**src/rtl/psx_host_poller.sv**
```systemverilog
// ---------------------------------------------------------------------------
// psx_host_poller
//
// Console-side master for a PSX controller port. A start request pulls
// attention (psx_sel) low, clocks out the poll command 0x01, 0x42, 0x00...
// LSB first, and shifts the device reply in on each rising psx_clk edge.
// Device ACK pulses pace the bytes. The ID byte (byte 1) sets how many bytes
// to expect. Captured bytes land in a 32-byte buffer that can be read at any
// time through a registered read port.
//
// Ports
//   clk, reset          system clock, synchronous active-high reset
//   start               one-cycle poll request, honoured only while idle
//   busy                transaction in progress
//   done                one-cycle pulse when a transaction ends
//   no_ack              last transaction ended by an ACK timeout
//   resp_len[5:0]       number of bytes captured by the last transaction
//   rd_addr[4:0]        buffer read address
//   rd_data[7:0]        buffer[rd_addr], one cycle of latency
//   psx_clk             PSX clock, idles high
//   psx_sel             attention, active low
//   psx_cmd             command data to the device, LSB first
//   psx_dat             device data (open collector, pulled up)
//   psx_ack             device acknowledge, active low
// ---------------------------------------------------------------------------
module psx_host_poller #(
  parameter int CLK_DIV     = 96,
  parameter int SEL_SETUP   = 192,
  parameter int ACK_TIMEOUT = 4800,
  parameter int BYTE_GAP    = 96
) (
  input  logic       clk,
  input  logic       reset,
  input  logic       start,
  output logic       busy,
  output logic       done,
  output logic       no_ack,
  output logic [5:0] resp_len,
  input  logic [4:0] rd_addr,
  output logic [7:0] rd_data,
  output logic       psx_clk,
  output logic       psx_sel,
  output logic       psx_cmd,
  input  logic       psx_dat,
  input  logic       psx_ack
);

  // One shared down-time counter serves every timed state, so it is sized
  // for the longest interval.
  localparam int MAX_A   = (CLK_DIV > SEL_SETUP) ? CLK_DIV : SEL_SETUP;
  localparam int MAX_B   = (ACK_TIMEOUT > BYTE_GAP) ? ACK_TIMEOUT : BYTE_GAP;
  localparam int CNT_MAX = (MAX_A > MAX_B) ? MAX_A : MAX_B;
  localparam int CNT_W   = $clog2(CNT_MAX + 1);

  typedef enum logic [2:0] {
    S_IDLE,
    S_SELECT,
    S_BIT_LOW,
    S_BIT_HIGH,
    S_WAIT_ACK,
    S_GAP,
    S_FINISH
  } state_t;

  // Command byte sent at a given position in the transaction.
  function automatic logic [7:0] cmd_byte(input logic [4:0] idx);
    case (idx)
      5'd0:    return 8'h01;
      5'd1:    return 8'h42;
      default: return 8'h00;
    endcase
  endfunction

  // Expected reply length from the low nibble of the ID byte:
  // 3 header bytes plus n half-words, n=0 meaning 16, capped at the buffer.
  function automatic logic [5:0] len_decode(input logic [3:0] n);
    logic [5:0] n_eff;
    logic [6:0] total;
    n_eff = (n == 4'd0) ? 6'd16 : {2'b00, n};
    total = 7'd3 + {n_eff, 1'b0};
    return (total > 7'd32) ? 6'd32 : total[5:0];
  endfunction

  state_t           state_q, state_d;
  logic [CNT_W-1:0] cnt_q, cnt_d;
  logic [CNT_W-1:0] cnt_lim;
  logic [2:0]       bit_q, bit_d;
  logic [4:0]       byte_idx_q, byte_idx_d;
  logic [5:0]       expected_q, expected_d;
  logic [7:0]       rx_q, rx_d;
  logic [5:0]       resp_len_q, resp_len_d;
  logic             no_ack_q, no_ack_d;
  logic             busy_q, busy_d;
  logic             done_q, done_d;
  logic             clk_q, clk_d;
  logic             sel_q, sel_d;
  logic             cmd_q, cmd_d;
  logic [7:0]       rd_data_q, rd_data_d;

  logic             dat_p0_q, dat_p1_q;
  logic             ack_p0_q, ack_p1_q;

  logic [7:0]       mem [32];
  logic             mem_we;
  logic [4:0]       mem_waddr;
  logic [7:0]       mem_wdata;

  logic             cnt_hit;
  logic             ack_seen;
  logic [5:0]       byte_next;
  logic [5:0]       exp_new;
  logic             last_byte;
  logic [7:0]       cur_cmd;
  logic [2:0]       next_bit;

  // ---- input synchronisers: psx_dat / psx_ack -> *_p1_q ----
  always_ff @(posedge clk) begin
    if (reset) begin
      dat_p0_q <= 1'b1;
      dat_p1_q <= 1'b1;
      ack_p0_q <= 1'b1;
      ack_p1_q <= 1'b1;
    end else begin
      dat_p0_q <= psx_dat;
      dat_p1_q <= dat_p0_q;
      ack_p0_q <= psx_ack;
      ack_p1_q <= ack_p0_q;
    end
  end

  // Terminal count of the current timed state.
  always_comb begin
    cnt_lim = '0;
    case (state_q)
      S_SELECT:              cnt_lim = CNT_W'(SEL_SETUP - 1);
      S_BIT_LOW, S_BIT_HIGH: cnt_lim = CNT_W'(CLK_DIV - 1);
      S_WAIT_ACK:            cnt_lim = CNT_W'(ACK_TIMEOUT - 1);
      S_GAP:                 cnt_lim = CNT_W'(BYTE_GAP - 1);
      default:               cnt_lim = '0;
    endcase
  end

  assign cnt_hit   = (cnt_q == cnt_lim);
  assign ack_seen  = ~ack_p1_q;
  assign byte_next = {1'b0, byte_idx_q} + 6'd1;
  // The ID byte updates the expected length in the same cycle it is stored,
  // so the end-of-transaction test sees the decoded value.
  assign exp_new   = (byte_idx_q == 5'd1) ? len_decode(rx_q[3:0]) : expected_q;
  assign last_byte = (byte_next == exp_new);
  assign cur_cmd   = cmd_byte(byte_idx_q);
  assign next_bit  = bit_q + 3'd1;

  // ---- state register ----
  always_ff @(posedge clk) begin
    if (reset) begin
      state_q    <= S_IDLE;
      cnt_q      <= '0;
      bit_q      <= 3'd0;
      byte_idx_q <= 5'd0;
      expected_q <= 6'd32;
      resp_len_q <= 6'd0;
      no_ack_q   <= 1'b0;
      busy_q     <= 1'b0;
      done_q     <= 1'b0;
      clk_q      <= 1'b1;
      sel_q      <= 1'b1;
      cmd_q      <= 1'b1;
      rd_data_q  <= 8'h00;
    end else begin
      state_q    <= state_d;
      cnt_q      <= cnt_d;
      bit_q      <= bit_d;
      byte_idx_q <= byte_idx_d;
      expected_q <= expected_d;
      resp_len_q <= resp_len_d;
      no_ack_q   <= no_ack_d;
      busy_q     <= busy_d;
      done_q     <= done_d;
      clk_q      <= clk_d;
      sel_q      <= sel_d;
      cmd_q      <= cmd_d;
      rd_data_q  <= rd_data_d;
    end
  end

  // Shift register and buffer hold data only; they need no reset.
  always_ff @(posedge clk) begin
    rx_q <= rx_d;
    if (mem_we) begin
      mem[mem_waddr] <= mem_wdata;
    end
  end

  // ---- next-state logic ----
  always_comb begin
    state_d = state_q;
    case (state_q)
      S_IDLE:     if (start) state_d = S_SELECT;
      S_SELECT:   if (cnt_hit) state_d = S_BIT_LOW;
      S_BIT_LOW:  if (cnt_hit) state_d = S_BIT_HIGH;
      S_BIT_HIGH: begin
        if (cnt_hit) begin
          if (bit_q == 3'd7) begin
            state_d = last_byte ? S_FINISH : S_WAIT_ACK;
          end else begin
            state_d = S_BIT_LOW;
          end
        end
      end
      S_WAIT_ACK: begin
        if (ack_seen) begin
          state_d = S_GAP;
        end else if (cnt_hit) begin
          state_d = S_FINISH;
        end
      end
      S_GAP:      if (cnt_hit) state_d = S_BIT_LOW;
      S_FINISH:   state_d = S_IDLE;
      default:    state_d = S_IDLE;
    endcase
  end

  // ---- outputs and datapath ----
  always_comb begin
    bit_d      = bit_q;
    byte_idx_d = byte_idx_q;
    expected_d = expected_q;
    rx_d       = rx_q;
    resp_len_d = resp_len_q;
    no_ack_d   = no_ack_q;
    busy_d     = busy_q;
    done_d     = 1'b0;
    clk_d      = clk_q;
    sel_d      = sel_q;
    cmd_d      = cmd_q;
    mem_we     = 1'b0;
    mem_waddr  = byte_idx_q;
    mem_wdata  = rx_q;
    rd_data_d  = mem[rd_addr];

    // Every state change restarts the interval counter.
    if ((state_d != state_q) || (state_q == S_IDLE)) begin
      cnt_d = '0;
    end else begin
      cnt_d = cnt_q + CNT_W'(1);
    end

    case (state_q)
      S_IDLE: begin
        if (start) begin
          sel_d      = 1'b0;
          busy_d     = 1'b1;
          no_ack_d   = 1'b0;
          byte_idx_d = 5'd0;
          resp_len_d = 6'd0;
          expected_d = 6'd32;
        end
      end
      S_SELECT: begin
        if (cnt_hit) begin
          clk_d = 1'b0;
          bit_d = 3'd0;
          cmd_d = cur_cmd[0];
        end
      end
      S_BIT_LOW: begin
        // Data is sampled in the cycle psx_clk rises.
        if (cnt_hit) begin
          clk_d        = 1'b1;
          rx_d[bit_q]  = dat_p1_q;
        end
      end
      S_BIT_HIGH: begin
        if (cnt_hit) begin
          if (bit_q == 3'd7) begin
            mem_we     = 1'b1;
            resp_len_d = byte_next;
            expected_d = exp_new;
            cmd_d      = 1'b1;
            // The final byte gets no ACK wait; release attention right away.
            if (last_byte) begin
              sel_d = 1'b1;
            end
          end else begin
            bit_d = next_bit;
            clk_d = 1'b0;
            cmd_d = cur_cmd[next_bit];
          end
        end
      end
      S_WAIT_ACK: begin
        if (ack_seen) begin
          byte_idx_d = byte_idx_q + 5'd1;
        end else if (cnt_hit) begin
          no_ack_d = 1'b1;
          sel_d    = 1'b1;
        end
      end
      S_GAP: begin
        if (cnt_hit) begin
          clk_d = 1'b0;
          bit_d = 3'd0;
          cmd_d = cur_cmd[0];
        end
      end
      S_FINISH: begin
        sel_d  = 1'b1;
        clk_d  = 1'b1;
        cmd_d  = 1'b1;
        busy_d = 1'b0;
        done_d = 1'b1;
      end
      default: begin
        sel_d  = 1'b1;
        clk_d  = 1'b1;
        cmd_d  = 1'b1;
        busy_d = 1'b0;
      end
    endcase
  end

  assign busy     = busy_q;
  assign done     = done_q;
  assign no_ack   = no_ack_q;
  assign resp_len = resp_len_q;
  assign rd_data  = rd_data_q;
  assign psx_clk  = clk_q;
  assign psx_sel  = sel_q;
  assign psx_cmd  = cmd_q;

endmodule

```
**config.mk**
```make
export PLATFORM = sky130hd
export DESIGN_NAME = psx_host_poller
export DESIGN_NICKNAME = d
export VERILOG_FILES = /design/src/rtl/psx_host_poller.sv
export SDC_FILE = /design/constraint.sdc
export NUM_CORES = 1
export LEC_CHECK = 0
export BUFFER_PORTS_ARGS = -buffer_cell sky130_fd_sc_hd__buf_2
export CELL_PAD_IN_SITES_DETAIL_PLACEMENT = 1
export CELL_PAD_IN_SITES_GLOBAL_PLACEMENT = 1
export CORE_ASPECT_RATIO = 0.7
export CORE_MARGIN = 2
export CORE_UTILIZATION = 25
export DETAILED_ROUTE_END_ITERATION = 10
export PLACE_DENSITY = 0.54
export SLEW_MARGIN = 20
export SYNTH_ARGS = -nofsm -noshare
export SYNTH_HDL_FRONTEND = slang
export SYNTH_SLANG_ARGS = --single-unit
```
**constraint.sdc**
```tcl
create_clock -name clk -period 3.5 [get_ports clk]
set_input_delay 0.35 -clock clk [delete_from_list [all_inputs] [get_ports clk]]
set_output_delay 0.35 -clock clk [all_outputs]
set_load 0.05 [all_outputs]
```
==> results.sh, run 1 <==
export IMPL_run_status="finished clean"
export IMPL_power_density_nw_per_um2=545
export IMPL_route_final_wire_length_um=33200
export IMPL_first_pass_grt_wire_length_um=50600
export IMPL_globalRouteTotalUtil=0.124
export IMPL_timing_fmax_mhz=336
export IMPL_synthesis_nets=795
export IMPL_summed_instance_area_of_the_synthesized_netlist_um2=13100
export IMPL_routed_via_count=7235
export IMPL_total_core_area_um2=51900
export IMPL_numCtsBuffers=36
export IMPL_io_buffers=29
export IMPL_synth_seq_area_share=0.688
export IMPL_ys_types=69
export IMPL_initial_antenna_violation_count=0
export IMPL_yosys_register_bits=318
export IMPL_maximum_number_of_pins_on_one_net_before_global_route_repair=40
export IMPL_finalHoldViolations=0
export IMPL_top_reg_cell_synth="sky130_fd_sc_hd__edfxtp_1"
export IMPL_syn_area_cell_um2=16.9
export IMPL_synth_largest_type_area_fraction=0.606
export IMPL_postSynth_asyncResetShare=0
export IMPL_dpl_cell_area_um2=14400
export IMPL_synth_top_area_cell="sky130_fd_sc_hd__edfxtp_1"
export IMPL_rr_startpoint="cnt_q[6]"
export IMPL_starting_density_of_the_core=0.252
export IMPL_routedWlPerCell_um=21.1
export IMPL_worst_ir_drop_vdd_uv=293
export IMPL_relSlewSlack=0.347
export IMPL_design_portCount=30
export IMPL_synth_warnings=0
export IMPL_hold_class="in -> reg"
export IMPL_die_width_um=277
export IMPL_gp_routability_congestion=0.749
export IMPL_synth_enable_flop_cells=264
export IMPL_hpwlAfterDp_um=22200
export IMPL_postCtsSetupRepairBufs=0
export IMPL_static_leakage_power_nw=5.05
export IMPL_end_kind="flop"
export IMPL_clock_root_buffer="sky130_fd_sc_hd__clkbuf_16"
export IMPL_start_to_end_type_of_the_worst_setup_path="reg -> reg"
export IMPL_arrival_ns=3.21
export IMPL_dr_first_iter_drc_count=484
export IMPL_holdPathEnd="ack_p0_q"
export IMPL_grt_overflow_total=0
export IMPL_cts_repair_resize_count=0
export IMPL_timing_reg2reg_worst_path_depth=8
export IMPL_vias_per_cell=4.61
export IMPL_synthesis_instances=775
export IMPL_seq_area_um2=9010
export IMPL_clock_sinks=318
export IMPL_layout_min_cycle_time_ns=2.98
export IMPL_holdBufCountCts=0
export IMPL_setup_tns_ns=0
export IMPL_die_h_um=195
export IMPL_startpoint_type="flop"
export IMPL_finalSetupViolations=0
export IMPL_antenna_cells=0
export IMPL_remaining_drc_errors=0
export IMPL_ys_top_cells_by_area="sky130_fd_sc_hd__edfxtp_1 (61%), sky130_fd_sc_hd__mux4_2 (14%), sky130_fd_sc_hd__dfxtp_1 (8.3%)"
export IMPL_clk_path_buf_depth=3
export IMPL_largest_clock_skew_in_the_final_design_ns=0.0180
export IMPL_drive_gt1_frac=0.282
export IMPL_period_share=0.851
export IMPL_grt_setup_unrepaired="no"
export IMPL_cts_tree="built"
export IMPL_crit_path_max_fanout=8
export IMPL_worst_endpoint_required_ns=3.73
export IMPL_timing_hold_worst_path_depth=2
export IMPL_flow_area_growth_from_synthesis_pct=19.4
export IMPL_post_layout_net_count=879
export IMPL_r2r_end="mem[1][3]"
export IMPL_cts_htree_levels=2
export IMPL_clk_latency_ns=0.53
export IMPL_floorplan_die_area_um2=54200
export IMPL_multi_input_area_um2=3800
export IMPL_min_from="psx_ack"
export IMPL_max_cap_violations=0
export IMPL_worstMarginPinSlew_ns=0.976
export IMPL_drtPass1Iterations=5
export IMPL_drt_antenna_violating_nets=0
export IMPL_worst_case_register_to_register_setup_slack_ns=0.52
export IMPL_worst_setup_hold_path_clk_slew_ns=0.06
export IMPL_first_global_vias=7703
export IMPL_rows=70
export IMPL_fillCellCount=5393
export IMPL_utilization=0.301
export IMPL_maxSlewViolCount=0
export IMPL_final_design_area_no_fill_um2=15600
-- state kept, by name, indices dropped and copies added, names as in the netlist --
| signal | count |
|---|---|
| psx_clk | 1 |
| dat_p1_q | 1 |
| bit_q | 3 |
| rd_data | 8 |
| ack_p1_q | 1 |
| psx_sel | 1 |
| cnt_q | 13 |
| ack_p0_q | 1 |
| expected_q | 6 |
| state_q | 3 |
| no_ack | 1 |
| byte_idx_q | 5 |
| dat_p0_q | 1 |
| busy | 1 |
| mem | 256 |
| psx_cmd | 1 |
| done | 1 |
| resp_len | 6 |
| mem_wdata | 8 |
-- Yosys cell counts (4+ instances only) --
library cell / instances
sky130_fd_sc_hd__nor3b_1: 7
sky130_fd_sc_hd__nand4_1: 17
sky130_fd_sc_hd__or3_1: 8
sky130_fd_sc_hd__buf_2: 17
sky130_fd_sc_hd__and3_1: 5
sky130_fd_sc_hd__nor2_1: 63
sky130_fd_sc_hd__a21o_1: 4
sky130_fd_sc_hd__or2_2: 6
sky130_fd_sc_hd__inv_1: 13
sky130_fd_sc_hd__mux4_2: 80
sky130_fd_sc_hd__a21oi_1: 24
sky130_fd_sc_hd__dfxtp_1: 54
sky130_fd_sc_hd__edfxtp_1: 264
sky130_fd_sc_hd__clkbuf_1: 21
sky130_fd_sc_hd__xor2_1: 10
sky130_fd_sc_hd__mux2i_1: 10
sky130_fd_sc_hd__ha_1: 10
sky130_fd_sc_hd__xnor2_1: 6
sky130_fd_sc_hd__nor3_1: 20
sky130_fd_sc_hd__nand3_1: 17
sky130_fd_sc_hd__nand3b_1: 6
sky130_fd_sc_hd__o21ai_0: 16
sky130_fd_sc_hd__nor2b_1: 4
sky130_fd_sc_hd__nand2_1: 24
-- logic make-up after synthesis --
logic type | count (synthesis) | synth area share
adders and majority gates | 10 | 0.00956
DFF | 318 | 0.688
muxes | 90 | 0.145
buffers and inverters | 60 | 0.0214
and+or+nand+nor | 203 | 0.0838
AOI/OAI and AO/OA | 78 | 0.0410
xor gates and xnor gates | 16 | 0.0107
-- where the power goes --
part / total (mW) / internal, mW / leakage (nW) / switching (mW)
Clock: 3.81 / 2.28 / 0.590 / 1.53
Sequential: 4.10 / 4.07 / 2.81 / 0.0307
Combinational: 0.596 / 0.218 / 1.65 / 0.377
Total: 8.51 / 6.57 / 5.05 / 1.94
-- critical path, stage by stage, from the launching register on --
cell and delay [ns]:
sky130_fd_sc_hd__dfxtp_1 0.49, sky130_fd_sc_hd__nor3b_1 0.51, sky130_fd_sc_hd__a32o_1 0.20, sky130_fd_sc_hd__a221o_1 0.31, sky130_fd_sc_hd__and2_1 0.39, sky130_fd_sc_hd__nand4_1 0.15, sky130_fd_sc_hd__buf_4 0.22, sky130_fd_sc_hd__nor2_1 0.16
sky130_fd_sc_hd__buf_4 0.23
-- per-layer routing --
metal / global-route usage / vias up / part of all wire
li1: - / 3271 / -
met1: 0.187 / 3801 / 0.50
met2: 0.185 / 121 / 0.44
met3: 0.0194 / 42 / 0.040
met4: 0.0310 / 0 / 0.017
met5: 0 / - / 0
-- area by class of cell --
class,count,area share
clock buffer,41,0.0616
clock inverter,25,0.0152
inverter,13,0.00312
multi-input combinational,397,0.243
sequential,318,0.576
tap,684,0.0548
timing repair buffer,93,0.0456
-- worst max-delay path by stage --
stage / slack, ns / from / end
after floorplan: 0.87 / state_q[2] / mem[31][0]
after global placement: 0.65 / state_q[2] / cnt_q[8]
after detailed placement: 0.54 / cnt_q[6] / mem[1][4]
after CTS: 0.53 / cnt_q[6] / mem[1][3]
after global routing: 0.32 / cnt_q[6] / mem[31][0]
final: 0.52 / cnt_q[6] / mem[1][3]
-- metrics by stage --
stage	total power, mW	hold slack, ns	worst slack, ns	cells
final	8.51	0.0274	0.521	1571
after global routing	8.80	0.0125	0.318	1571
after CTS	8.62	0.00899	0.530	1570
after detailed placement	4.78	0.395	0.545	1504
after global placement	4.78	0.394	0.651	1502
after floorplan	4.60	0.389	0.872	775
-- placed cells by master, fill, tap and decap left out, types with 7 or more instances in the layout --
master and instances:
sky130_fd_sc_hd__edfxtp_1 264, sky130_fd_sc_hd__mux4_2 80, sky130_fd_sc_hd__nor2_1 63, sky130_fd_sc_hd__buf_4 59, sky130_fd_sc_hd__dfxtp_1 54, sky130_fd_sc_hd__clkbuf_16 38
sky130_fd_sc_hd__buf_2 28, sky130_fd_sc_hd__nand2_1 24, sky130_fd_sc_hd__a21oi_1 24, sky130_fd_sc_hd__nor3_1 20, sky130_fd_sc_hd__nand4_1 17, sky130_fd_sc_hd__nand3_1 17
sky130_fd_sc_hd__o21ai_0 16, sky130_fd_sc_hd__inv_1 13, sky130_fd_sc_hd__clkinv_2 12, sky130_fd_sc_hd__xor2_1 10, sky130_fd_sc_hd__mux2i_1 10, sky130_fd_sc_hd__ha_1 10
sky130_fd_sc_hd__or3_1 8, sky130_fd_sc_hd__nor3b_1 7
No activity file was read; power rests on OpenSTA's default activity.
==> run 2: changes to the inputs <==
--- a/config.mk
+++ b/config.mk
@@ -10,9 +10,9 @@
 export CELL_PAD_IN_SITES_GLOBAL_PLACEMENT = 1
 export CORE_ASPECT_RATIO = 0.7
 export CORE_MARGIN = 2
-export CORE_UTILIZATION = 25
+export CORE_UTILIZATION = 40
 export DETAILED_ROUTE_END_ITERATION = 10
-export PLACE_DENSITY = 0.54
+export PLACE_DENSITY = 0.73
 export SLEW_MARGIN = 20
 export SYNTH_ARGS = -nofsm -noshare
 export SYNTH_HDL_FRONTEND = slang
==> run 2 against run 1 <==
- register-to-register slack improved by 0.07 ns
- utilization increased by 17 points
- total power decreased by 6.0%
- sequential share of layout area increased by 2.1 points
- cell count decreased by 17%
- design area decreased by 3.5%
- first-iteration DRC count increased by 39%
- critical path depth decreased by 1
- largest power group unchanged
==> results.sh, run 2 (same netlist as run 1, synthesis figures left out) <==
export IMPL_clock_root_buffer="sky130_fd_sc_hd__clkbuf_16"
export IMPL_clk_path_buf_depth=3
export IMPL_multi_input_area_um2=3800
export IMPL_drt_antenna_violating_nets=0
export IMPL_cts_tree="built"
export IMPL_holdPathEnd="rd_data[4]"
export IMPL_final_setup_worst_slack_ns=0.595
export IMPL_grt_setup_unrepaired="no"
export IMPL_vias_per_cell=5.64
export IMPL_routed_via_count=7345
export IMPL_worst_endpoint_required_ns=3.70
export IMPL_rr_startpoint="state_q[1]"
export IMPL_finalHoldViolations=0
export IMPL_timing_hold_worst_path_depth=3
export IMPL_cts_htree_levels=1
export IMPL_relSlewSlack=0.458
export IMPL_remaining_drc_errors=0
export IMPL_io_buffers=29
export IMPL_starting_density_of_the_core=0.406
export IMPL_drtPass1Iterations=4
export IMPL_grt_overflow_total=0
export IMPL_gp_routability_congestion=0.840
export IMPL_first_pass_grt_wire_length_um=48400
export IMPL_globalRouteTotalUtil=0.190
export IMPL_startpoint_type="flop"
export IMPL_most_common_layout_cells="sky130_fd_sc_hd__edfxtp_1 (264), sky130_fd_sc_hd__mux4_2 (80), sky130_fd_sc_hd__nor2_1 (63)"
export IMPL_start_to_end_type_of_the_worst_setup_path="reg -> reg"
export IMPL_static_leakage_power_nw=4.92
export IMPL_min_from="rd_addr[4]"
export IMPL_flow_area_growth_from_synthesis_pct=15.2
export IMPL_worst_ir_drop_vdd_uv=374
export IMPL_seq_area_um2=9010
export IMPL_worstMarginPinSlew_ns=0.810
export IMPL_timing_fmax_mhz=344
export IMPL_clk_latency_ns=0.58
export IMPL_run_status="finished clean"
export IMPL_rows=55
export IMPL_postCtsSetupRepairBufs=0
export IMPL_registers_top_by_ff_count="mem"
export IMPL_worst_setup_hold_path_clk_slew_ns=0.06
export IMPL_utilization=0.467
export IMPL_post_layout_net_count=870
export IMPL_die_width_um=220
export IMPL_maximum_number_of_pins_on_one_net_before_global_route_repair=65
export IMPL_initial_antenna_violation_count=3
export IMPL_largest_register_ffs=256
export IMPL_power_density_nw_per_um2=531
export IMPL_drive_gt1_frac=0.263
export IMPL_layout_min_cycle_time_ns=2.91
export IMPL_worst_case_register_to_register_setup_slack_ns=0.59
export IMPL_max_cap_violations=0
export IMPL_arrival_ns=3.10
export IMPL_clock_sinks=318
export IMPL_r2r_end="mem[30][7]"
export IMPL_antenna_cells=0
export IMPL_total_power_mw=8.00
export IMPL_routedWlPerCell_um=24.3
export IMPL_total_core_area_um2=32300
export IMPL_design_portCount=30
export IMPL_largestRegisters="mem: 256 flops, cnt_q: 13 flops"
export IMPL_most_common_cell_after_layout_fill_and_taps_aside="sky130_fd_sc_hd__edfxtp_1"
export IMPL_numCtsBuffers=31
export IMPL_die_h_um=155
export IMPL_period_share=0.830
export IMPL_finalSetupViolations=0
export IMPL_fillCellCount=3082
export IMPL_first_global_vias=7689
export IMPL_crit_path_max_fanout=16
export IMPL_route_final_wire_length_um=31600
export IMPL_dp_slack_ns=0.629
export IMPL_floorplan_die_area_um2=34200
export IMPL_hold_class="in -> reg"
export IMPL_largest_clock_skew_in_the_final_design_ns=0.0185
export IMPL_maxSlewViolCount=0
export IMPL_end_kind="flop"
export IMPL_setup_tns_ns=0
export IMPL_timing_reg2reg_worst_path_depth=7
export IMPL_dr_first_iter_drc_count=675
export IMPL_hpwlAfterDp_um=20700
==> run 2: changes by cell type in the layout (fill, tap and decap cells not counted), sizes merged <==
cell         change
buf              -6
bufinv           -1
clkinv           -7
clkinvlp         -1
dlygate4sd3      +2
inv              +1
==> run 2: cell type report <==
cell class                      count  area share
Sequential cell                   318       0.598
Multi-Input combinational cell    397       0.252
Clock buffer                       41      0.0559
Timing Repair Buffer               89      0.0448
Tap cell                          427      0.0354
Clock inverter                     17      0.0109
Inverter                           13     0.00324
==> run 2: stage by stage <==
step	area (µm²)	cells	hold slack (ns)
4_1_cts	15000	1300	0.194
3_3_place_gp	14000	1239	0.393
3_5_place_dp	14000	1240	0.397
2_1_floorplan	13100	775	0.389
6_report	15100	1302	0.231
5_1_grt	15100	1302	0.221
==> run 2: repair_timing <==
item,4_1_cts,5_1_grt
resized for setup,0,0
endpoints found under the hold margin,2,0
hold buffers,2,0
==> run 2: layer usage <==
layer | GRT usage | wire length (µm) | part of all wire
met5 | 0 | 32 | 0.0010
met4 | 0.0419 | 576 | 0.018
met3 | 0.0489 | 2190 | 0.069
met2 | 0.277 | 14000 | 0.44
met1 | 0.288 | 14800 | 0.47
==> run 2: worst max path at each step <==
| stage | startpoint | endpoint | slack (ns) | cells after the start |
|---|---|---|---|---|
| floorplan | state_q[2] | mem[31][0] | 0.87 | 9 |
| global placement | state_q[2] | expected_q[5] | 0.71 | 7 |
| detailed placement | state_q[1] | mem[30][6] | 0.63 | 8 |
| CTS | state_q[1] | mem[30][6] | 0.60 | 8 |
| global route | state_q[1] | mem[30][6] | 0.35 | 8 |
| finish | state_q[1] | mem[30][7] | 0.59 | 7 |
==> run 2: critical path, stage by stage, from the launching register on <==
cell and delay (ns):
sky130_fd_sc_hd__dfxtp_1 0.60, sky130_fd_sc_hd__nor2_2 0.16, sky130_fd_sc_hd__a211o_1 0.35, sky130_fd_sc_hd__a221oi_2 0.30, sky130_fd_sc_hd__and2_1 0.20, sky130_fd_sc_hd__buf_4 0.23, sky130_fd_sc_hd__nand4_1 0.15, sky130_fd_sc_hd__nor2_1 0.54
==> run 2: power by group <==
group          total, mW  internal, mW  switching, mW
clock               3.32          1.91           1.41
sequential          4.10          4.07         0.0257
combinational      0.587         0.224          0.362
total               8.00          6.21           1.80
==> run 3: changes to the inputs <==
--- a/config.mk
+++ b/config.mk
@@ -12,7 +12,7 @@
 export CORE_MARGIN = 2
 export CORE_UTILIZATION = 40
 export DETAILED_ROUTE_END_ITERATION = 10
-export PLACE_DENSITY = 0.73
+export PLACE_DENSITY = 0.75
 export SLEW_MARGIN = 20
 export SYNTH_ARGS = -nofsm -noshare
 export SYNTH_HDL_FRONTEND = slang
==> constraint.sdc (replaced) <==
create_clock -name clk -period 2.55 [get_ports clk]
set_input_delay 0.255 -clock clk [delete_from_list [all_inputs] [get_ports clk]]
set_output_delay 0.255 -clock clk [all_outputs]
set_load 0.05 [all_outputs]
==> run 3 against run 2 <==
- sequential power grew 37%
- worst setup slack worse by 0.49 ns
- sequential share of layout area fell by 1.3 points
- design area up 2.3%
- hold slack worse by 0.15 ns
- register-to-register slack lost 0.49 ns
- clock skew shrank 0.0083 ns
- combinational power grew 47%
- die area unchanged
- clock power up 37%
- clock-buffer cell count rose by 3
==> results.sh, run 3 (same netlist as run 1, synthesis figures left out) <==
export IMPL_worst_ir_drop_vdd_uv=512
export IMPL_max_cap_violations=0
export IMPL_die_h_um=155
export IMPL_static_leakage_power_nw=5.14
export IMPL_numCtsBuffers=31
export IMPL_start_to_end_type_of_the_worst_setup_path="reg -> reg"
export IMPL_drt_antenna_violating_nets=0
export IMPL_clock_sinks=318
export IMPL_crit_path_max_incr_delay_ns=0.53
export IMPL_fillCellCount=3077
export IMPL_crit_path_max_fanout=6
export IMPL_top_layer_used="met4"
export IMPL_clk_path_buf_depth=3
export IMPL_ordered_cell_list_for_the_critical_path="inv_2, ha_4, or4b_4, nor4_4, o21ai_1, a222oi_1, buf_4, a21oi_1, o31ai_2"
export IMPL_total_core_area_um2=32300
export IMPL_grt_overflow_total=0
export IMPL_maxSlewViolCount=0
export IMPL_startpoint_type="flop"
export IMPL_floorplan_die_area_um2=34200
export IMPL_period_share=0.960
export IMPL_drive_gt1_frac=0.313
export IMPL_registers_top_by_ff_count="mem"
export IMPL_power_density_nw_per_um2=716
export IMPL_grt_setup_unrepaired="no"
export IMPL_layout_min_cycle_time_ns=2.45
export IMPL_rr_startpoint="byte_idx_q[1]"
export IMPL_clock_root_buffer="sky130_fd_sc_hd__clkbuf_16"
export IMPL_flow_area_growth_from_synthesis_pct=17.9
export IMPL_worst_path_max_delay_cell="sky130_fd_sc_hd__or4b_4"
export IMPL_io_buffers=29
export IMPL_worst_endpoint_required_ns=3.01
export IMPL_worstMarginPinSlew_ns=0.585
export IMPL_cts_tree="built"
export IMPL_globalRouteTotalUtil=0.192
export IMPL_hpwlAfterDp_um=21400
export IMPL_remaining_drc_errors=0
export IMPL_largestRegisters="mem: 256 flops, cnt_q: 13 flops"
export IMPL_gp_routability_congestion=0.835
export IMPL_utilization=0.478
export IMPL_met3_wirelength_um=1980
export IMPL_timing_reg2reg_worst_path_depth=9
export IMPL_final_setup_worst_slack_ns=0.103
export IMPL_initial_antenna_violation_count=3
export IMPL_first_global_vias=7767
export IMPL_clk_latency_ns=0.57
export IMPL_arrival_ns=2.91
export IMPL_timing_fmax_mhz=409
export IMPL_first_pass_grt_wire_length_um=48900
export IMPL_detail_route_wirelength_met1_um=15000
export IMPL_wl_met2_um=14800
export IMPL_rows=55
export IMPL_worst_setup_hold_path_clk_slew_ns=0.06
export IMPL_routedWlPerCell_um=24.1
export IMPL_dp_slack_ns=0.0187
export IMPL_route_final_wire_length_um=32300
export IMPL_most_common_layout_cells="sky130_fd_sc_hd__edfxtp_1 (264), sky130_fd_sc_hd__buf_4 (94), sky130_fd_sc_hd__mux4_2 (80)"
export IMPL_most_common_cell_after_layout_fill_and_taps_aside="sky130_fd_sc_hd__edfxtp_1"
export IMPL_hold_class="in -> reg"
export IMPL_finalSetupViolations=0
export IMPL_post_layout_net_count=910
export IMPL_maximum_number_of_pins_on_one_net_before_global_route_repair=33
export IMPL_run_status="finished clean"
export IMPL_min_from="reset"
export IMPL_finalHoldViolations=0
export IMPL_dr_first_iter_drc_count=770
export IMPL_worst_case_register_to_register_setup_slack_ns=0.10
export IMPL_r2r_end="state_q[1]"
export IMPL_holdPathEnd="resp_len[0]"
export IMPL_largest_register_ffs=256
export IMPL_routed_via_count=7471
export IMPL_end_kind="flop"
export IMPL_drtPass1Iterations=4
export IMPL_antenna_cells=0
export IMPL_die_width_um=220
export IMPL_relSlewSlack=0.610
export IMPL_design_portCount=30
export IMPL_starting_density_of_the_core=0.406
export IMPL_vias_per_cell=5.57
export IMPL_cts_htree_levels=1
export IMPL_total_power_mw=11.0
export IMPL_largest_clock_skew_in_the_final_design_ns=0.0102
export IMPL_timing_hold_worst_path_depth=2
## run 3: layer usage
layer,track usage,vias up
li1,-,3318
met1,0.290,3896
met2,0.291,216
met3,0.0391,41
met4,0.0336,0
met5,0,-
## run 3: worst max-delay path: cells and delay by family, from the launching register on
kind	cells	cell delay, ns
buffers and inverters	2	0.27
flip-flops	1	0.32
AO/OA/AOI/OAI	4	0.79
adder cells (fa/ha/maj)	1	0.15
AND/OR/NAND/NOR	2	0.81
## run 3: area by class of cell
| class | count | area (µm²) | share of cell area |
|---|---|---|---|
| tap | 427 | 534 | 0.0346 |
| clock buffer | 44 | 855 | 0.0554 |
| inverter | 13 | 48.8 | 0.00316 |
| multi-input combinational | 397 | 3860 | 0.250 |
| timing repair buffer | 129 | 966 | 0.0626 |
| sequential | 318 | 9010 | 0.584 |
| clock inverter | 14 | 151 | 0.00981 |
## run 3: worst max-delay path by stage
stage | start | end | cells past startpoint
2_1_floorplan | state_q[2] | mem[31][0] | 9
3_3_place_gp | state_q[2] | expected_q[5] | 8
3_5_place_dp | state_q[1] | cnt_q[3] | 7
4_1_cts | state_q[1] | cnt_q[7] | 7
5_1_grt | cnt_q[7] | mem[24][7] | 8
6_report | byte_idx_q[1] | state_q[1] | 9
## run 3: repair_timing
action | in CTS | in global routing
hold buffers | 2 | 0
endpoints found under the setup margin | 0 | 289
setup buffers | 0 | 4
resized for setup | 0 | 16
endpoints found under the hold margin | 2 | 0
## run 3: metrics by stage
step	instances	setup TNS, ns	hold slack [ns]	area [µm²]
6_report	1342	0	0.0817	15400
3_5_place_dp	1278	0	0.398	14300
5_1_grt	1342	0	0.0883	15400
4_1_cts	1338	0	0.0659	15300
2_1_floorplan	775	-19.34	0.359	13100
3_3_place_gp	1278	0	0.392	14300
## run 3: report_power, final
part	internal (mW)	switching (mW)	leakage, nW
Combinational	0.336	0.526	1.84
Sequential	5.59	0.0327	2.81
Clock	2.63	1.93	0.491
